`src/rtl/systolic_drain.sv`:
```
// Deskews per-column systolic array results into aligned rows and buffers them in a row FIFO.
// Define SYSTOLIC_DRAIN_RELU_EN to clamp negative elements to zero before they are buffered.
module systolic_drain #(
    parameter int unsigned SYSTOLIC_ARRAY_WIDTH = 2,
    parameter int unsigned ROW_FIFO_DEPTH       = 4
) (
    input  logic               clk,
    input  logic               rst,
    input  logic signed [31:0] sys_data_out [SYSTOLIC_ARRAY_WIDTH],
    input  logic               sys_valid_out [SYSTOLIC_ARRAY_WIDTH],
    input  logic        [15:0] ub_rd_col_size_in,
    input  logic               ub_rd_col_size_valid_in,
    output logic signed [31:0] row_data [SYSTOLIC_ARRAY_WIDTH],
    output logic               row_valid,
    input  logic               row_ready,
    output logic        [15:0] rows_out_cnt,
    output logic               overflow_err,
    output logic               skew_err
);

    localparam int unsigned N     = SYSTOLIC_ARRAY_WIDTH;
    localparam int unsigned AddrW = $clog2(ROW_FIFO_DEPTH);

    localparam logic [15:0]      NCol     = 16'(N);
    localparam logic [AddrW-1:0] PtrOne   = AddrW'(1);
    localparam logic [AddrW:0]   CntOne   = (AddrW + 1)'(1);
    localparam logic [AddrW:0]   CntFull  = (AddrW + 1)'(ROW_FIFO_DEPTH);
    localparam logic [15:0]      RowsOne  = 16'd1;

    logic signed [31:0] aligned_data  [N];
    logic               aligned_valid [N];
    logic               col_en        [N];
    logic signed [31:0] wr_row        [N];
    logic signed [31:0] mem_q [ROW_FIFO_DEPTH][N];

    logic [15:0]      col_size_q;
    logic [AddrW-1:0] wptr_q, rptr_q;
    logic [AddrW:0]   count_q;
    logic             skew_hit;
    logic             push, pop, full, push_ok;

    // Column c waits N-1-c cycles so every element of a row lines up with the last column.
    for (genvar c = 0; c < N; c++) begin : g_col
        assign col_en[c] = (32'(c) < 32'(col_size_q));

        if (c == N - 1) begin : g_pass
            assign aligned_data[c]  = sys_data_out[c];
            assign aligned_valid[c] = sys_valid_out[c];
        end else begin : g_dly
            localparam int unsigned Stages = N - 1 - c;

            logic signed [31:0] data_q  [Stages];
            logic               valid_q [Stages];

            always_ff @(posedge clk or negedge rst) begin
                if (!rst) begin
                    for (int unsigned s = 0; s < Stages; s++) begin
                        data_q[s]  <= '0;
                        valid_q[s] <= 1'b0;
                    end
                end else begin
                    data_q[0]  <= sys_data_out[c];
                    valid_q[0] <= sys_valid_out[c];
                    for (int unsigned s = 1; s < Stages; s++) begin
                        data_q[s]  <= data_q[s-1];
                        valid_q[s] <= valid_q[s-1];
                    end
                end
            end

            assign aligned_data[c]  = data_q[Stages-1];
            assign aligned_valid[c] = valid_q[Stages-1];
        end
    end

    always_comb begin
        skew_hit = 1'b0;
        for (int unsigned c = 0; c < N; c++) begin
            wr_row[c] = col_en[c] ? aligned_data[c] : '0;
`ifdef SYSTOLIC_DRAIN_RELU_EN
            if (wr_row[c][31]) begin
                wr_row[c] = '0;
            end
`endif
            if (col_en[c] && (aligned_valid[c] != aligned_valid[0])) begin
                skew_hit = 1'b1;
            end
        end
    end

    // Column 0 is always enabled, so it alone decides whether a row is pushed.
    assign push    = aligned_valid[0];
    assign row_valid = (count_q != '0);
    assign pop     = row_valid && row_ready;
    assign full    = (count_q == CntFull);
    assign push_ok = push && (!full || pop);

    always_ff @(posedge clk or negedge rst) begin
        if (!rst) begin
            col_size_q   <= NCol;
            wptr_q       <= '0;
            rptr_q       <= '0;
            count_q      <= '0;
            rows_out_cnt <= '0;
            overflow_err <= 1'b0;
            skew_err     <= 1'b0;
        end else begin
            if (ub_rd_col_size_valid_in) begin
                col_size_q <= ((ub_rd_col_size_in == 16'd0) || (ub_rd_col_size_in > NCol)) ?
                              NCol : ub_rd_col_size_in;
            end
            if (push_ok) begin
                wptr_q <= wptr_q + PtrOne;
            end
            if (pop) begin
                rptr_q       <= rptr_q + PtrOne;
                rows_out_cnt <= rows_out_cnt + RowsOne;
            end
            unique case ({push_ok, pop})
                2'b10:   count_q <= count_q + CntOne;
                2'b01:   count_q <= count_q - CntOne;
                default: count_q <= count_q;
            endcase
            if (push && full && !pop) begin
                overflow_err <= 1'b1;
            end
            if (skew_hit) begin
                skew_err <= 1'b1;
            end
        end
    end

    // Storage needs no reset: a slot is only read after it has been written.
    always_ff @(posedge clk) begin
        if (push_ok) begin
            for (int unsigned c = 0; c < N; c++) begin
                mem_q[wptr_q][c] <= wr_row[c];
            end
        end
    end

    always_comb begin
        for (int unsigned c = 0; c < N; c++) begin
            row_data[c] = row_valid ? mem_q[rptr_q][c] : '0;
        end
    end

endmodule

```
`config.mk`:
```
export PLATFORM = sky130hd
export DESIGN_NAME = systolic_drain
export DESIGN_NICKNAME = d
export VERILOG_FILES = /design/src/rtl/systolic_drain.sv
export SDC_FILE = /design/constraint.sdc
export NUM_CORES = 1
export LEC_CHECK = 0
export CAP_MARGIN = 30
export CORE_UTILIZATION = 45
export DETAILED_ROUTE_END_ITERATION = 7
export PLACE_DENSITY_LB_ADDON = 0.05
export RECOVER_POWER = 50
export SLEW_MARGIN = 20
export SYNTH_ARGS = -nofsm -noshare
export SYNTH_HDL_FRONTEND = slang
export SYNTH_SLANG_ARGS = --single-unit
```
`constraint.sdc`:
```
create_clock -name clk -period 2.8 [get_ports clk]
set_input_delay 0.56 -clock clk [delete_from_list [all_inputs] [get_ports clk]]
set_output_delay 0.56 -clock clk [all_outputs]
set_load 0.01 [all_outputs]
```
Word level (Yosys, flattened, before mapping)

Memories as Yosys holds them, arrays and structs flattened.
Index checks and enable logic that the tools add are counted.

Bits in registers: 74
Input port bits: 86
Word-level logic and storage cells: 43
Memories kept: 1
Output and inout port bits: 83
Bits in writable memories: 256

Equal/unequal tests: 4
Order comparisons: 3
Reductions and logical operators: 12
Add/subtract/negate cells: 5
Muxes and demuxes: 9

Memory list:

| memory | depth | bits a word | read ports | clocked after Yosys merged registers in | wr ports | RTL line | text |
|---|---|---|---|---|---|---|---|
| mem_q  | 4     | 64          | 1          | 0                                       | 1        | 34       | `logic signed [31:0] mem_q [ROW_FIFO_DEPTH][N];` |

Operators by type and width:

| cell                                                                              | number |
|---|---|
| 32-bit two-way mux                                                                | 4 |
| 1-bit by 16-bit < comparator with 1-bit output (first input constant)             | 2 |
| 16-bit by 1-bit adder with 16-bit output (second input constant)                  | 1 |
| 16-bit by 2-bit greater-than comparator with 1-bit output (second input constant) | 1 |
| 16-bit zero test                                                                  | 1 |
| 16-bit two-way mux                                                                | 1 |
| 3-bit case mux with 2 select lines                                                | 1 |
| 1-bit logical AND                                                                 | 5 |
| 2-bit by 1-bit adder with 2-bit output (second input constant)                    | 2 |
| 3-bit by 1-bit adder with 3-bit output (second input constant)                    | 1 |
| 3-bit == test (second input constant)                                             | 1 |
| 1-bit two-way mux                                                                 | 3 |
| 3-bit nonzero test                                                                | 1 |
| 3-bit by 1-bit subtractor with 3-bit output (second input constant)               | 1 |
| 2-bit by 1-bit == test with 1-bit output (second input constant)                  | 1 |
| 2-bit == test (second input constant)                                             | 1 |
| 1-bit zero test                                                                   | 2 |
| 1-bit logical OR                                                                  | 2 |
| 2-bit nonzero test                                                                | 1 |
| 1-bit inequality test                                                             | 1 |

Depth between registers and ports, before layout

Depth in word-level cells: 6
Gate-level depth with buffers: 10
Depth with buffers taken out: 9

Worst setup path after synthesis

OpenSTA, ideal clock, no wires.

Kind: input -> register
Start: input row_ready
End: memory mem_q[2][0] (netlist name) (enable)
Path buffers: 1
Setup slack: -0.108 ns
Required time: 2.371 ns
Library setup time: 0.429 ns
Arrival time: 2.479 ns
Stages on the path: 4
Path through: nor4b_1 > nor2b_1 > clkbuf_1 > and2_1

Word-level cells in the longest chain between the ends: 5

Ends and longest elaborated chain:

| item                                    | RTL line | text |
|---|---|---|
| start: declaration                      | 15       | `input logic row_ready,` |
| 1-bit logical AND                       | 94       | `assign pop = row_valid && row_ready;` |
| 1-bit logical OR                        | 96       | `assign push_ok = push && (!full \|\| pop);` |
| 1-bit logical AND                       | 96       |  |
| 1-bit two-way mux                       | 135      | `if (push_ok) begin` |
| 1-bit two-way mux (implied by the code) | 137      | `mem_q[wptr_q][c] <= wr_row[c];` |
| end: declaration                        | 34       |  |

No other way between the ends.

==> flow_metrics.tcl <==
set metrics [dict create \
    status "complete, but fails checks" \
    violations "max-capacitance violations, max-slew violations" \
    coreArea_um2 27900 \
    cts_buffers 36 \
    cts_max_level 2 \
    chipHeight_um 170 \
    worst_setup_path_start_kind "flip-flop" \
    clockBufferDepth 3 \
    max-slew-margin-rel_pct -59.8 \
    worst_hold_path_type "reg2reg" \
    async_reset_ff_share_pct 22.4 \
    period_share_pct 98.1 \
    drc_errors 0 \
    ys_types 34 \
    ys_warn_count 0 \
    worst_ep_arrival_time_ns 2.19 \
    num-nets-final 962 \
    finalHoldViolCount 0 \
    wl_per_cell_um 19.6 \
    powerDensity_nw_per_um2 1010 \
    avgSynthCellArea_um2 19.3 \
    setup_tns_ns 0 \
    final_core_util_pct 58.0 \
    switchingPower_mw 4.61 \
    power_frac_seq_pct 40.2 \
    grt_pass1_wl_um 39100 \
    antenna_left 0 \
    place_inst 1196 \
    fin_crit_ns 2.75 \
    irDropWorstVdd_mv 0.524 \
    dr.pass1.iters 4 \
    cts_tree "yes" \
    synthFlopType "edfxtp_1" \
    worstMarginPinSlew_ns 2.40 \
    comb_power_share_pct 33.3 \
    hold_buffers 0 \
    synthesis.nets 754 \
    slew_violations 40 \
    wl_um 24900 \
    dr.first_iter.drc_count 411 \
    post_layout_nonfiller_instances 1275 \
    viasPerCell 5.06 \
    cp.required_ns 2.24 \
    gp_congestion 0.775 \
    syn_to_final_growth_pct 26.7 \
    synth-seq-area-share_pct 74.8 \
    clk_latency_ns 0.51 \
    synthCells 661 \
    rows 61 \
    final_cell_mix "edfxtp_1, dfrtp_1, clkdlybuf4s50_1, mux4_2, and2_1" \
    switching_share_pct 28.4 \
    dieArea_um2 29000 \
    crit_fanout 5 \
    critical_path_class "reg2out" \
    maxCapViolations 1 \
    dieWidth_um 170 \
    dp_hpwl_um 14800 \
    setup_ws_ns 0.0539 \
    drive_gt1_share_pct 20.2 \
    power.internal_mw 11.6 \
    grt.overflow.total 0 \
    ios 169 \
    synth_edf_count 256 \
    grt_start_max_net_pins 42 \
    netlist_area_um2 12800 \
    fmaxAchievable_ghz 0.364 \
    clkTransAtPathRegs_ns 0.05 \
    yosys_register_bits 330 \
    antenna_found_initial 1 \
    start_util_pct 45.8 \
    grtUsageTotal_pct 18.1 \
    setup_viol 0 \
    port_buffers 168 \
    grt_pass1_vias 6992 \
    vias 6452 \
    worstSetupEndpointType "output pin" \
    final_common_cell "edfxtp_1" \
    pwr-share-clk_pct 26.6 \
    leakagePower_nw 5.81 \
    cts_sinks 330 \
    rsz0062_at_grt "no" \
    pre_cts_ws_ns 0.0798 \
    root_buffer "clkbuf_16" \
    fin_skew_ns 0.0141 \
]
-- stage by stage --
| step | instance area, um^2 | total power, mW | hold WS [ns] |
|---|---|---|---|
| after floorplan | 12800 | 9.58 | 0.264 |
| after global placement | 14900 | 12.1 | 0.444 |
| after detailed placement | 15000 | 12.3 | 0.456 |
| after CTS | 16200 | 16.6 | 0.0611 |
| after global routing | 16200 | 17.1 | 0.488 |
| final | 16200 | 16.3 | 0.467 |
-- layout make-up --
class,instances,area [um^2]
Fill cell,2174,11700
Tap cell,378,473
Antenna cell,1,2.50
Inverter,9,33.8
Multi-Input combinational cell,293,3000
Clock buffer,53,1030
Timing Repair Buffer,199,2020
Sequential cell,330,9550
Clock inverter,12,58.8
-- final timing paths --
check,end,start,cells after the start,slack (ns)
max in group asynchronous,g_col[0].g_dly.data_q[20]$_DFF_PN0_,rst,1,0.65
worst max register to register,mem_q[3][13]$_DFFE_PP_,count_q[2]$_DFFE_PN0P_,5,0.28
worst min register to register,skew_err$_DFFE_PN0P_,skew_err$_DFFE_PN0P_,1,0.47
min in group asynchronous,g_col[0].g_dly.valid_q$_DFF_PN0_,rst,1,0.78
worst max-delay path,row_data[60],rptr_q[0]$_DFFE_PN0N_,6,0.05
worst min-delay path,skew_err$_DFFE_PN0P_,skew_err$_DFFE_PN0P_,1,0.47
-- what timing repair did --
item | CTS | global route
buffers inserted | 13 | 0
endpoints found under the setup margin | 64 | 40
cloned | 2 | 0
resized for setup | 139 | 29
-- cells by family (layout without fill, tap and decap cells) --
group	Yosys count	after routing	share of synthesized area [%]
AOI/OAI and AO/OA	5	5	0.382
xor gates and xnor gates	22	22	1.51
adders and majority gates	7	7	0.745
buffers and inverters	38	273	1.68
DFF	330	330	74.8
muxes	65	65	11.4
other	0	1	0
and+or+nand+nor	194	194	9.51
-- critical path: stages (launching register included) --
cell and delay, ns:
dfrtp_4 0.54, buf_12 0.16, buf_6 0.12, buf_4 0.13
mux4_2 0.42, and2_4 0.19, buf_2 0.14
-- state kept, by name, indices dropped and copies added, names as in the netlist --
name and flops:
rows_out_cnt 16, g_col.g_dly.data_q 32, wptr_q 2, col_size_q 16
mem_q 256, g_col.g_dly.valid_q 1, skew_err 1, count_q 3
overflow_err 1, rptr_q 2
-- cell usage after synthesis (all sizes together), types with 3 or more instances --
library cell  instances  area, um^2
edfxtp              256        7690
and2                100         626
dfrtp                73        1830
mux4                 64        1440
nor2b                47         294
buf                  16         130
clkbuf               13        50.0
xnor2                13         114
nand2                11        41.3
inv                   9        33.8
nor2                  9        41.3
xor2                  9        78.8
nor4                  7        56.3
ha                    6        75.1
nand4                 6        52.6
nand3                 5        25.0
a21o                  3        22.5
nor3                  3        25.0
nor4b                 3        26.3
-- metal layers --
layer  share of wire (%)  wire [um]  track usage [%]  vias up
met5                   0          0                0        -
met1                  43      10700             23.2     3353
met4                 1.4        337             4.31        0
met2                  52      12900             31.7      144
li1                    -          -                -     2924
met3                 4.0       1010             3.51       31
-- power groups by stage --
stage | clock network (mW) | registers (mW) | logic (mW)
2_1_floorplan | 0 | 6.54 | 3.04
3_3_place_gp | 0 | 6.60 | 5.53
3_5_place_dp | 0 | 6.63 | 5.69
4_1_cts | 4.43 | 6.55 | 5.61
5_1_grt | 4.63 | 6.60 | 5.85
6_report | 4.32 | 6.53 | 5.41
Power figures use the tool's default switching activity.
